$ cat src/rtl/alu_pkg.sv
// Shared definitions for the sequential n-bit ALU.
//   OP_*        : 3-bit opcode map presented on ALUOp
//   alu_state_t : controller state encoding (2-bit)
//   alu_flags_t : flag bundle handed to the writeback stage with R1/R1_hi
package alu_pkg;

    localparam logic [2:0] OP_MOV = 3'b000;
    localparam logic [2:0] OP_NOT = 3'b001;
    localparam logic [2:0] OP_ADD = 3'b010;
    localparam logic [2:0] OP_SUB = 3'b011;
    localparam logic [2:0] OP_OR  = 3'b100;
    localparam logic [2:0] OP_AND = 3'b101;
    localparam logic [2:0] OP_SLT = 3'b110;
    localparam logic [2:0] OP_MUL = 3'b111;

    typedef enum logic [1:0] {
        ST_IDLE = 2'b00,
        ST_MUL  = 2'b01,
        ST_DONE = 2'b10
    } alu_state_t;

    typedef struct packed {
        logic c_out;
        logic zero;
    } alu_flags_t;

    // Only MUL needs the iterative datapath; everything else completes
    // at the accept edge.
    function automatic logic is_multi_cycle(input logic [2:0] op);
        return (op == OP_MUL);
    endfunction

endpackage

$ cat src/rtl/nbit_shift_add_mul.sv
// Iterative unsigned shift-add multiplier, one partial product per cycle.
// Ports:
//   clk, rst_n : clock, async active-low reset
//   start      : load a/b and begin (ignored unless the controller is ready)
//   a, b       : multiplicand, multiplier
//   busy       : an operation is in progress
//   done       : high during the last step; product is valid in that cycle
//   product    : 2N-bit result of the step being taken (final when done=1)
module nbit_shift_add_mul #(
    parameter  int N     = 8,
    localparam int CNT_W = $clog2(N) + 1
) (
    input  logic           clk,
    input  logic           rst_n,
    input  logic           start,
    input  logic [N-1:0]   a,
    input  logic [N-1:0]   b,
    output logic           busy,
    output logic           done,
    output logic [2*N-1:0] product
);

    logic [N-1:0]     mcand;
    logic [N-1:0]     acc_hi;
    logic [N-1:0]     acc_lo;
    logic [CNT_W-1:0] cnt;
    logic [N:0]       partial;
    logic [N-1:0]     step_hi;
    logic [N-1:0]     step_lo;

    // acc_lo starts as the multiplier and fills with product bits from the
    // top as the multiplier bits are shifted out of the bottom.
    always_comb begin
        partial = {1'b0, acc_hi} + (acc_lo[0] ? {1'b0, mcand} : '0);
        step_hi = partial[N:1];
        step_lo = {partial[0], acc_lo[N-1:1]};
    end

    // Exposing the combinational step lets the controller capture the final
    // product on the same edge that retires the last step.
    assign done    = busy && (cnt == CNT_W'(N - 1));
    assign product = {step_hi, step_lo};

    always_ff @(posedge clk or negedge rst_n) begin
        if (!rst_n) begin
            mcand  <= '0;
            acc_hi <= '0;
            acc_lo <= '0;
            cnt    <= '0;
            busy   <= 1'b0;
        end else if (start) begin
            mcand  <= a;
            acc_hi <= '0;
            acc_lo <= b;
            cnt    <= '0;
            busy   <= 1'b1;
        end else if (busy) begin
            acc_hi <= step_hi;
            acc_lo <= step_lo;
            cnt    <= cnt + CNT_W'(1);
            if (done) begin
                busy <= 1'b0;
            end
        end
    end

endmodule

$ cat src/rtl/seq_nbit_alu.sv
// Registered, valid/ready handshaked n-bit ALU between register read and
// writeback. Single-cycle ops have latency 1; MUL has latency N+1.
// Ports:
//   clk, rst_n          : clock, async active-low reset
//   in_valid / in_ready : operation handshake (ALUOp, R2, R3)
//   out_valid/out_ready : result handshake (R1, R1_hi, c_out, zero)
//
// state   | meaning
// --------+-----------------------------------------------------------
// ST_IDLE | no result held; ready for a new operation
// ST_MUL  | iterative multiply running; input side stalled
// ST_DONE | result registers valid; held until the consumer takes them
module seq_nbit_alu
    import alu_pkg::*;
#(
    parameter int N = 8
) (
    input  logic         clk,
    input  logic         rst_n,
    input  logic         in_valid,
    output logic         in_ready,
    input  logic [2:0]   ALUOp,
    input  logic [N-1:0] R2,
    input  logic [N-1:0] R3,
    output logic         out_valid,
    input  logic         out_ready,
    output logic [N-1:0] R1,
    output logic [N-1:0] R1_hi,
    output logic         c_out,
    output logic         zero
);

    alu_state_t       state_q;
    alu_state_t       state_d;
    logic             accept;
    logic             mul_start;
    logic             mul_busy;
    logic             mul_done;
    logic [2*N-1:0]   mul_product;
    logic [N:0]       sum_add;
    logic [N:0]       sum_sub;
    logic             slt_ovf;
    logic             slt_lt;
    logic [N-1:0]     res_lo;
    logic             res_c;
    alu_flags_t       flags_q;

    assign in_ready  = (state_q == ST_IDLE) || ((state_q == ST_DONE) && out_ready);
    assign accept    = in_valid && in_ready;
    assign mul_start = accept && is_multi_cycle(ALUOp);
    assign out_valid = (state_q == ST_DONE);
    assign c_out     = flags_q.c_out;
    assign zero      = flags_q.zero;

    always_ff @(posedge clk or negedge rst_n) begin
        if (!rst_n) begin
            state_q <= ST_IDLE;
        end else begin
            state_q <= state_d;
        end
    end

    always_comb begin
        state_d = state_q;
        case (state_q)
            ST_IDLE: begin
                if (accept) begin
                    state_d = is_multi_cycle(ALUOp) ? ST_MUL : ST_DONE;
                end
            end
            ST_MUL: begin
                if (mul_done) begin
                    state_d = ST_DONE;
                end else if (!mul_busy) begin
                    // Datapath lost its operation; never present a partial result.
                    state_d = ST_IDLE;
                end
            end
            ST_DONE: begin
                if (out_ready) begin
                    if (in_valid) begin
                        state_d = is_multi_cycle(ALUOp) ? ST_MUL : ST_DONE;
                    end else begin
                        state_d = ST_IDLE;
                    end
                end
            end
            default: state_d = ST_IDLE;
        endcase
    end

    // SUB is R2 + ~R3 + 1, so its carry is the "no borrow" flag. SLT uses the
    // same difference; sign XOR overflow gives the true signed comparison.
    always_comb begin
        sum_add = {1'b0, R2} + {1'b0, R3};
        sum_sub = {1'b0, R2} + {1'b0, ~R3} + (N+1)'(1);
        slt_ovf = (R2[N-1] ^ R3[N-1]) & (sum_sub[N-1] ^ R2[N-1]);
        slt_lt  = sum_sub[N-1] ^ slt_ovf;
        res_lo  = '0;
        res_c   = 1'b0;
        case (ALUOp)
            OP_MOV: res_lo = R2;
            OP_NOT: res_lo = ~R2;
            OP_ADD: begin
                res_lo = sum_add[N-1:0];
                res_c  = sum_add[N];
            end
            OP_SUB: begin
                res_lo = sum_sub[N-1:0];
                res_c  = sum_sub[N];
            end
            OP_OR:  res_lo = R2 | R3;
            OP_AND: res_lo = R2 & R3;
            OP_SLT: res_lo = {{(N-1){1'b0}}, slt_lt};
            default: begin
                res_lo = '0;
                res_c  = 1'b0;
            end
        endcase
    end

    // Loads only on an accept (which needs out_ready when a result is held)
    // or on MUL completion, so outputs are stable while stalled.
    always_ff @(posedge clk or negedge rst_n) begin
        if (!rst_n) begin
            R1      <= '0;
            R1_hi   <= '0;
            flags_q <= '0;
        end else if (accept && !is_multi_cycle(ALUOp)) begin
            R1            <= res_lo;
            R1_hi         <= '0;
            flags_q.c_out <= res_c;
            flags_q.zero  <= (res_lo == '0);
        end else if ((state_q == ST_MUL) && mul_done) begin
            R1            <= mul_product[N-1:0];
            R1_hi         <= mul_product[2*N-1:N];
            flags_q.c_out <= 1'b0;
            flags_q.zero  <= (mul_product == '0);
        end
    end

    nbit_shift_add_mul #(
        .N (N)
    ) u_mul (
        .clk     (clk),
        .rst_n   (rst_n),
        .start   (mul_start),
        .a       (R2),
        .b       (R3),
        .busy    (mul_busy),
        .done    (mul_done),
        .product (mul_product)
    );

endmodule

$ cat config.mk
export PLATFORM = sky130hd
export DESIGN_NAME = seq_nbit_alu
export DESIGN_NICKNAME = d
export VERILOG_FILES = /design/src/rtl/alu_pkg.sv /design/src/rtl/nbit_shift_add_mul.sv /design/src/rtl/seq_nbit_alu.sv
export SDC_FILE = /design/constraint.sdc
export NUM_CORES = 1
export LEC_CHECK = 0
export ABC_AREA = 1
export CORE_ASPECT_RATIO = 1.2
export CORE_UTILIZATION = 35
export CTS_CLUSTER_DIAMETER = 200
export DETAILED_ROUTE_END_ITERATION = 8
export GPL_TIMING_DRIVEN = 1
export HOLD_SLACK_MARGIN = 0.02
export SLEW_MARGIN = 30
export SYNTH_ARGS = -nofsm -noshare
export SYNTH_HDL_FRONTEND = slang
export SYNTH_SLANG_ARGS = --single-unit
$ cat constraint.sdc
create_clock -name clk -period 2.5 [get_ports clk]
set_input_delay 0.75 -clock clk [delete_from_list [all_inputs] [get_ports clk]]
set_output_delay 0.75 -clock clk [all_outputs]
set_load 0.01 [all_outputs]
==> results of run 1 <==
[cell families after synthesis]
family | after synthesis | synth area share, %
AO/OA/AOI/OAI | 75 | 11.9
XOR/XNOR | 3 | 0.711
AND/OR/NAND/NOR | 264 | 30.8
buffers and inverters | 95 | 10.1
flip-flops | 49 | 33.2
adder cells (fa/ha/maj) | 37 | 13.3
[registers in the layout, indices dropped and copies added (netlist names), 2 cells and up]
signal        cells
R1_hi             8
u_mul.acc_lo      8
R1                8
u_mul.acc_hi      8
u_mul.cnt         4
state_q           2
u_mul.mcand       8
[power groups by stage]
stage | Clock [W] | Combinational (W) | Sequential (W)
final | 0.000687 | 0.00170 | 0.00119
after global routing | 0.000730 | 0.00190 | 0.00122
after detailed placement | 0 | 0.00159 | 0.00120
after floorplan | 0 | 0.000884 | 0.00117
after global placement | 0 | 0.00156 | 0.00119
after CTS | 0.000702 | 0.00164 | 0.00119
[synth_stat cells (2+ instances only)]
master	instances	area share (%)
buf_2	6	0.81
nand4_1	10	1.7
ha_1	33	11
nand3_1	60	8.1
o22ai_1	4	0.68
a21oi_1	15	2.0
o211ai_1	4	0.81
fa_1	4	2.2
nor2_2	2	0.34
o221ai_1	11	2.6
xor2_1	3	0.71
nor3_1	5	0.68
dfrtp_1	49	33
a22oi_1	2	0.41
nand3b_1	7	1.4
nor2_1	51	5.2
inv_1	81	8.2
o21ai_0	38	5.1
nand2_1	127	13
clkbuf_1	7	0.71
[final cells by class]
type	count	area [um2]	area share, %
clock buffers	5	125	2.30
clock inverters	3	21.3	0.390
inverters	81	323	5.93
multi-input cells	379	2340	42.9
flip-flops and latches	49	1230	22.5
well taps	126	158	2.89
repair buffers	155	1260	23.1
[worst min path at each step]
stage                                 end  slack [ns]  cells past startpoint
after global placement     u_mul.mcand[7]        0.47                      2
after floorplan                     R1[0]        0.45                      0
after detailed placement   u_mul.mcand[5]        0.47                      2
final                               R1[1]        0.36                      1
after CTS                 u_mul.acc_hi[2]        0.36                      1
after global routing       u_mul.mcand[2]        0.38                      1
[metal layers]
layer	up-vias	GRT usage, %	wire [um]
li1	2001	-	-
met4	0	9.35	286
met1	1872	25.7	4670
met3	21	2.46	370
met5	-	0	0
met2	91	41.3	6170
[per-stage QoR]
step | TNS (ns) | cell area (um2) | cells | util, % | hold WS (ns)
finish | -0.346 | 5450 | 798 | 53.6 | 0.361
global route | -1.06 | 5450 | 798 | 53.6 | 0.378
CTS | -0.630 | 5290 | 793 | 52.1 | 0.364
detailed placement | -8.44 | 4970 | 773 | 49.0 | 0.473
global placement | -7.41 | 4970 | 773 | 49.0 | 0.467
floorplan | -0.335 | 3750 | 523 | - | 0.453
[what timing repair did]
item,in CTS,in global routing
endpoints found under the setup margin,10,9
resized for setup,58,42
pin swaps,23,30
setup buffers,12,6
gates cloned,0,0
[worst reg2reg max path, stage by stage (launching register included)]
cell	delay [ns]
dfrtp_1	0.38
nand2_1	0.07
inv_1	0.05
ha_1	0.19
inv_1	0.08
fa_1	0.39
inv_1	0.11
nand2_1	0.06
nand2_1	0.11
nand2_1	0.07
inv_1	0.06
nand2_1	0.04
nor2_1	0.10
nand3_1	0.09
nor2_1	0.10
nand4_1	0.12
nand2_1	0.11
nor2_1	0.05
nor2_1	0.07
==> results.ini, run 1 <==
[power]
switchingPower_w = 0.00142
swShare_pct = 39.6
finalPower_w = 0.00358
p_int_w = 0.00216
p_per_area_nw_per_um2 = 657
ir_drop_v = 0.000297
power_frac_comb_pct = 47.5
p_leak_nw = 2.78
seqPwrFrac_pct = 33.3
p_clk_share_pct = 19.2

[worst_setup_path]
crit_start = R2[1]
cpMaxStageDelayCell = fa_2
critPathTopFamily = simple AND/OR/NAND/NOR gates
r2r-end = zero
crit_arrival_ns = 3.01
r2r_cells = 18
worstPathRequired_ns = 2.73
worstSetupPathType = primary input to flop
crit_path_frequent_cell = nor2_1
worstSetupEndpointType = flop
cpPeakStageDelay_ns = 0.32
crit_path_start_kind = primary input
critPathMaxFanout = 2
reg2reg_from = u_mul.mcand[0]
worst-path-stages = 25
crit_end = zero
r2r_slack_ns = 0.21
path_buf_inv = 3

[synth]
synth-seq-cells = 49
syn_area_um2 = 3690
synth-main-ff-cell = dfrtp_1
postSynthCellCount = 523
synth_cell_type_count = 24
synth_edf_count = 0
ys_warn_count = 0
syn_avg_cell_area_um2 = 7.06
synth_nets = 583
async_flop_share_pct = 100
yosysSeqAreaShare_pct = 33.2

[job]
max_cap_violations = 0

[sta]
min_period_ns = 2.79
setup_viol = 2
grt_setup_unrepaired = yes
slew_headroom_pct = 61.1
skew_ns = 0.00828
worst_slack_ns = -0.287
drv_slew = 0
final_hold_viol_count = 0
fin_crit_sh_pct = 111
worstMarginPinSlew_ns = 0.582
max_freq_mhz = 359

[global_routing]
grt_pass1_vias = 3972
antenna_found_initial = 0
grt_pass1_wl_mm = 18.7
grt_max_degree = 25
grt_overflow_total = 0
grt_use_total_pct = 22.4

[routing]
drtAntennaViolNets = 0
wirelength_mm = 11.5
wl_per_cell_um = 14.4
viasPerCell = 4.99
vias = 3985
drc = 0
firstDrtPassIters = 4
drt-initial-drc-count = 269

[floorplan]
die_y_um = 115
coreArea_um2 = 10200
die_area_um2 = 11000
initial_core_util_pct = 36.4
row_count = 40
fp.dieW_um = 95.8
boundaryPins = 43

[outcome]
failed_checks = setup timing
status = finished with violations

[cells_and_area]
drive_gt1_share_pct = 27.4
layout_common_cells = nand2_1 (122), buf_4 (111), inv_1 (65)
areaGrowthSynthToFinish_pct = 47.4
layout_commonest_cell = nand2_1
diodes = 0
fill_cells = 974
fin_nets = 731

[clock_network]
numCtsBuffers = 5
h-tree-depth = 2
cts_hold_buf = 0
root_buffer = clkbuf_16
clock_path_buffers = 2
cts.sinks = 49
clk_pin_slew_ns = 0.07
cts_tree = yes
clk-insertion-delay-late_ns = 0.30

[place]
globalplace.congestion = 0.901
place_ws_ns = -1.09
dp_hpwl_mm = 9.16
port_buffers = 42

[min_path]
hp-class = primary input to asynchronous set/reset pin

No activity file was read; power rests on OpenSTA's default activity.
==> run 2: changes to the inputs <==
Settings changed: CTS_BUF_LIST set to sky130_fd_sc_hd__clkbuf_2 sky130_fd_sc_hd__clkbuf_4 sky130_fd_sc_hd__clkbuf_8, GPL_TIMING_DRIVEN 1 to not set, SKIP_LAST_GASP set to 1.
==> run 2 against run 1 <==
Compared with the run above: the flow still finishes with violations (setup timing); cell count stayed put; clock skew is 0.0067 ns higher; first-iteration DRC count is 5.2% lower; sequential cell count stayed put; utilization is 0.60 points lower; critical path depth stayed put; sequential share of layout area is 0.26 points higher; count of clock-buffer cells in the layout stayed put; setup slack better by 0.035 ns; cell area is 1.1% lower; non-clock buffer count stayed put; register-to-register slack worse by 0.03 ns; critical endpoint unchanged.
==> results.ini, run 2 (same netlist as run 1, synthesis figures left out) <==
[clock_network]
clk-insertion-delay-late_ns = 0.32
cts.sinks = 49
clk_pin_slew_ns = 0.10
clock_path_buffers = 2
cts_tree = yes
root_buffer = clkbuf_8
numCtsBuffers = 5
h-tree-depth = 2

[cells_and_area]
areaGrowthSynthToFinish_pct = 45.8
instances_no_fill = 798
diodes = 0
drive_gt1_share_pct = 27.1
fin_nets = 731
post-route-util_pct = 53.0
stdcell_area_um2 = 5390
layout_commonest_cell = nand2_1
layout_common_cells = nand2_1 (122), buf_4 (111), inv_1 (65)

[outcome]
status = finished with violations
failed_checks = setup timing

[global_routing]
grt_pass1_vias = 3967
grt_max_degree = 25
grt_pass1_wl_mm = 18.6
grt_use_total_pct = 22.3
grt_overflow_total = 0
antenna_found_initial = 0

[worst_setup_path]
r2r_slack_ns = 0.18
worstSetupEndpointType = flop
crit_path_frequent_cell = nor2_1
worstPathRequired_ns = 2.75
worstSetupPathType = primary input to flop
critPathMaxFanout = 2
cpPeakStageDelay_ns = 0.32
crit_arrival_ns = 3.01
cpMaxStageDelayCell = fa_2
crit_path_start_kind = primary input

[floorplan]
initial_core_util_pct = 36.4
boundaryPins = 43
row_count = 40
die_area_um2 = 11000
coreArea_um2 = 10200
fp.dieW_um = 95.8
die_y_um = 115

[power]
p_leak_nw = 2.76
ir_drop_v = 0.000281
p_per_area_nw_per_um2 = 627

[sta]
skew_ns = 0.0150
slew_headroom_pct = 60.4
setup-tns-final_ns = -0.278
drv_slew = 0
worstMarginPinSlew_ns = 0.593
fin_crit_sh_pct = 110
max_freq_mhz = 363
final_hold_viol_count = 0
min_period_ns = 2.75
setup_viol = 2
worst_slack_ns = -0.252
grt_setup_unrepaired = yes

[job]
max_cap_violations = 0

[routing]
routedLengthMet1_mm = 4.68
vias = 3981
wirelength_mm = 11.5
met3WireLength_um = 349
firstDrtPassIters = 5
drt-initial-drc-count = 255
wl_per_cell_um = 14.4
drtAntennaViolNets = 0
drc = 0
viasPerCell = 4.99
met2_length_mm = 6.22
highest_layer = met4

[place]
port_buffers = 42
dp_hpwl_mm = 9.16
globalplace.congestion = 0.901
place_area_um2 = 4970
dp.cells = 773

[min_path]
hp-class = primary input to asynchronous set/reset pin

-- run 2: path summary, 6_finish.rpt --
check | start | to | cells after the start
worst max register to register | u_mul.mcand[0] | zero | 18
max in group asynchronous | rst_n | u_mul.acc_lo[7] | 2
worst min-delay path | rst_n | u_mul.acc_hi[2] | 1
min in group clk | u_mul.mcand[4] | u_mul.mcand[4] | 2
worst min register to register | u_mul.mcand[4] | u_mul.mcand[4] | 2
worst max-delay path | R2[1] | zero | 25
-- run 2: final cells by class --
class	instances	area, um2
fillers	972	4770
well taps	126	158
clock buffers	5	68.8
multi-input cells	379	2330
flip-flops and latches	49	1230
repair buffers	155	1260
inverters	81	323
clock inverters	3	21.3
-- run 2: worst max-delay path, delay by kind of cell --
| kind | cells | cell delay, ns |
|---|---|---|
| AO/OA/AOI/OAI | 1 | 0.06 |
| buffers and inverters | 3 | 0.19 |
| adder cells (fa/ha/maj) | 2 | 0.54 |
| AND/OR/NAND/NOR | 19 | 1.45 |
-- run 2: metal layers --
layer,track usage (%),vias up
met5,0,-
met4,8.86,0
met3,2.79,20
met2,41.4,82
met1,25.4,1877
li1,-,2002
-- run 2: repair_timing --
| item | CTS | global route |
|---|---|---|
| setup endpoints to repair | 9 | 7 |
| hold buffers | 0 | 0 |
| pin swaps | 22 | 29 |
| resized for setup | 57 | 41 |
| buffers inserted | 12 | 6 |
-- run 2: metrics by stage --
step,worst slack (ns),power [W],hold WS [ns]
2_1_floorplan,-0.286,0.00206,0.453
3_3_place_gp,-1.02,0.00275,0.467
3_5_place_dp,-1.09,0.00279,0.473
4_1_cts,-0.320,0.00333,0.330
5_1_grt,-0.555,0.00364,0.344
6_report,-0.252,0.00338,0.332
-- run 2: power breakdown --
group	total (W)	switching, W	internal, W
sequential	0.00119	0.000167	0.00102
clock	0.000491	0.000292	0.000199
combinational	0.00170	0.000936	0.000760
total	0.00338	0.00139	0.00198
==> run 3: changes to the inputs <==
Settings changed: GPL_TIMING_DRIVEN set to 0, SLEW_MARGIN 30 to not set.
==> run 3 against run 2 <==
Compared with the run above: the flow still finishes with violations (setup timing); clock power rose by 24%; sequential cell count unchanged; cell area fell by 11%; setup slack got worse by 0.18 ns.
==> results.ini, run 3 (same netlist as run 1, synthesis figures left out) <==
[cells_and_area]
diodes = 0
layout_common_cells = nand2_1 (121), inv_1 (66), nand3_1 (58)
areaGrowthSynthToFinish_pct = 29.9
fin_nets = 658
layout_commonest_cell = nand2_1
fill_cells = 1050
instances_no_fill = 725
drive_gt1_share_pct = 17.5

[worst_setup_path]
critPathMaxFanout = 3
crit_arrival_ns = 3.18
worstPathRequired_ns = 2.75
r2r-end = zero
r2r_cells = 19
worstSetupEndpointType = flop
r2r_slack_ns = -0.06
crit_path_start_kind = primary input
worstSetupPathType = primary input to flop
reg2reg_from = u_mul.acc_lo[0]

[sta]
drv_slew = 0
grt_setup_unrepaired = yes
fin_crit_sh_pct = 117
slew_headroom_pct = 44.6
worstMarginPinSlew_ns = 0.825
worst_slack_ns = -0.429
max_freq_mhz = 341
skew_ns = 0.00832
final_hold_viol_count = 0
whs_ns = 0.352
min_period_ns = 2.93
setup_viol = 4

[routing]
wirelength_mm = 10.9
drc = 0
firstDrtPassIters = 4
vias = 3694
viasPerCell = 5.10
drtAntennaViolNets = 0
wl_per_cell_um = 15.1
drt-initial-drc-count = 208

[global_routing]
grt_pass1_wl_mm = 17.8
antenna_found_initial = 0
grt_use_total_pct = 21.5
grt_overflow_total = 0
grt_pass1_vias = 3776
grt_max_degree = 34

[clock_network]
cts.sinks = 49
clock_path_buffers = 2
root_buffer = clkbuf_8
clk-insertion-delay-late_ns = 0.32
cts_tree = yes
clk_pin_slew_ns = 0.09
h-tree-depth = 2
numCtsBuffers = 5

[floorplan]
fp.dieW_um = 95.8
coreArea_um2 = 10200
initial_core_util_pct = 36.4
die_y_um = 115
die_area_um2 = 11000
boundaryPins = 43
row_count = 40

[outcome]
failed_checks = setup timing
status = finished with violations

[power]
p_per_area_nw_per_um2 = 677
ir_drop_v = 0.000238
p_leak_nw = 2.40

[min_path]
hp-class = primary input to asynchronous set/reset pin

[place]
port_buffers = 41
dp_hpwl_mm = 8.44
dp.cells = 691
globalplace.congestion = 0.914
place_ws_ns = -1.57

[job]
max_cap_violations = 0

run 3: cell types whose count changed in the layout (fill, tap and decap cells not counted), moves of 2 or more:
cell / previous run / this run
inv_2: 12 / 10
clkdlybuf4s50_1: 28 / 26
clkbuf_1: 0 / 5
ha_2: 1 / 3
clkdlybuf4s15_2: 0 / 2
buf_4: 111 / 26
buf_2: 1 / 8
nor2_1: 46 / 44
a21oi_4: 2 / 0
ha_4: 10 / 7
nor2_2: 3 / 6
a21oi_2: 1 / 3
run 3: power breakdown:
part	switching (W)	internal [W]
combinational	0.000875	0.000582
sequential	0.000158	0.00102
clock	0.000273	0.000337
total	0.00131	0.00194
run 3: cell type report:
class | count | area, um2 | area share, %
timing repair buffer | 69 | 631 | 13.1
inverter | 81 | 325 | 6.78
multi-input combinational | 379 | 2270 | 47.4
tap | 126 | 158 | 3.29
clock inverter | 1 | 30.0 | 0.626
buffer | 13 | 65.1 | 1.36
sequential | 49 | 1230 | 25.6
clock buffer | 7 | 90.1 | 1.88
run 3: through the flow:
stage	setup TNS, ns	total power (W)	area (um2)	utilization (%)
6_report	-0.721	0.00325	4800	47.2
3_3_place_gp	-50.76	0.00252	4320	42.5
2_1_floorplan	-0.335	0.00206	3750	-
3_5_place_dp	-15.50	0.00256	4340	42.7
4_1_cts	-0.896	0.00323	4720	46.5
5_1_grt	-1.25	0.00351	4800	47.2
run 3: worst max-delay path: stages:
cell,delay (ns)
buf_12,0.08
clkinvlp_4,0.09
ha_4,0.23
nor2_4,0.11
nand2_2,0.07
nand2_2,0.07
nand2_2,0.06
nand2_2,0.08
nand2_2,0.07
nand2_2,0.06
a21oi_2,0.06
fa_2,0.36
nand2_1,0.07
inv_1,0.03
nand2_1,0.06
nand2_1,0.05
nor2_1,0.09
nand2_1,0.07
nor2_2,0.12
nand3_1,0.08
nor2_1,0.15
nand3_1,0.09
nor2_1,0.14
nor2_1,0.05
nor2_1,0.09
run 3: worst max path at each step:
stage / start / to / slack, ns / cells past startpoint
5_1_grt: R2[1] / zero / -0.62 / 25
4_1_cts: R2[0] / zero / -0.40 / 25
2_1_floorplan: R2[1] / zero / -0.29 / 24
6_report: R2[1] / zero / -0.43 / 25
3_5_place_dp: R2[1] / zero / -1.57 / 25
3_3_place_gp: R2[1] / zero / -1.55 / 25
run 3: repair_timing:
| action | in CTS | in global routing |
|---|---|---|
| setup endpoints to repair | 17 | 27 |
| buffers inserted | 23 | 7 |
| pin swaps | 14 | 14 |
| hold buffers | 0 | 0 |
| gates resized for setup | 74 | 27 |
run 3: metal layers:
metal	vias to the layer above	global-route usage [%]	wire, um	share of wire, %
met5	-	0	0	0
met4	0	10.5	328	3.0
met3	21	2.59	283	2.6
met2	81	39.2	5770	53
met1	1732	24.4	4570	42
li1	1860	-	-	-
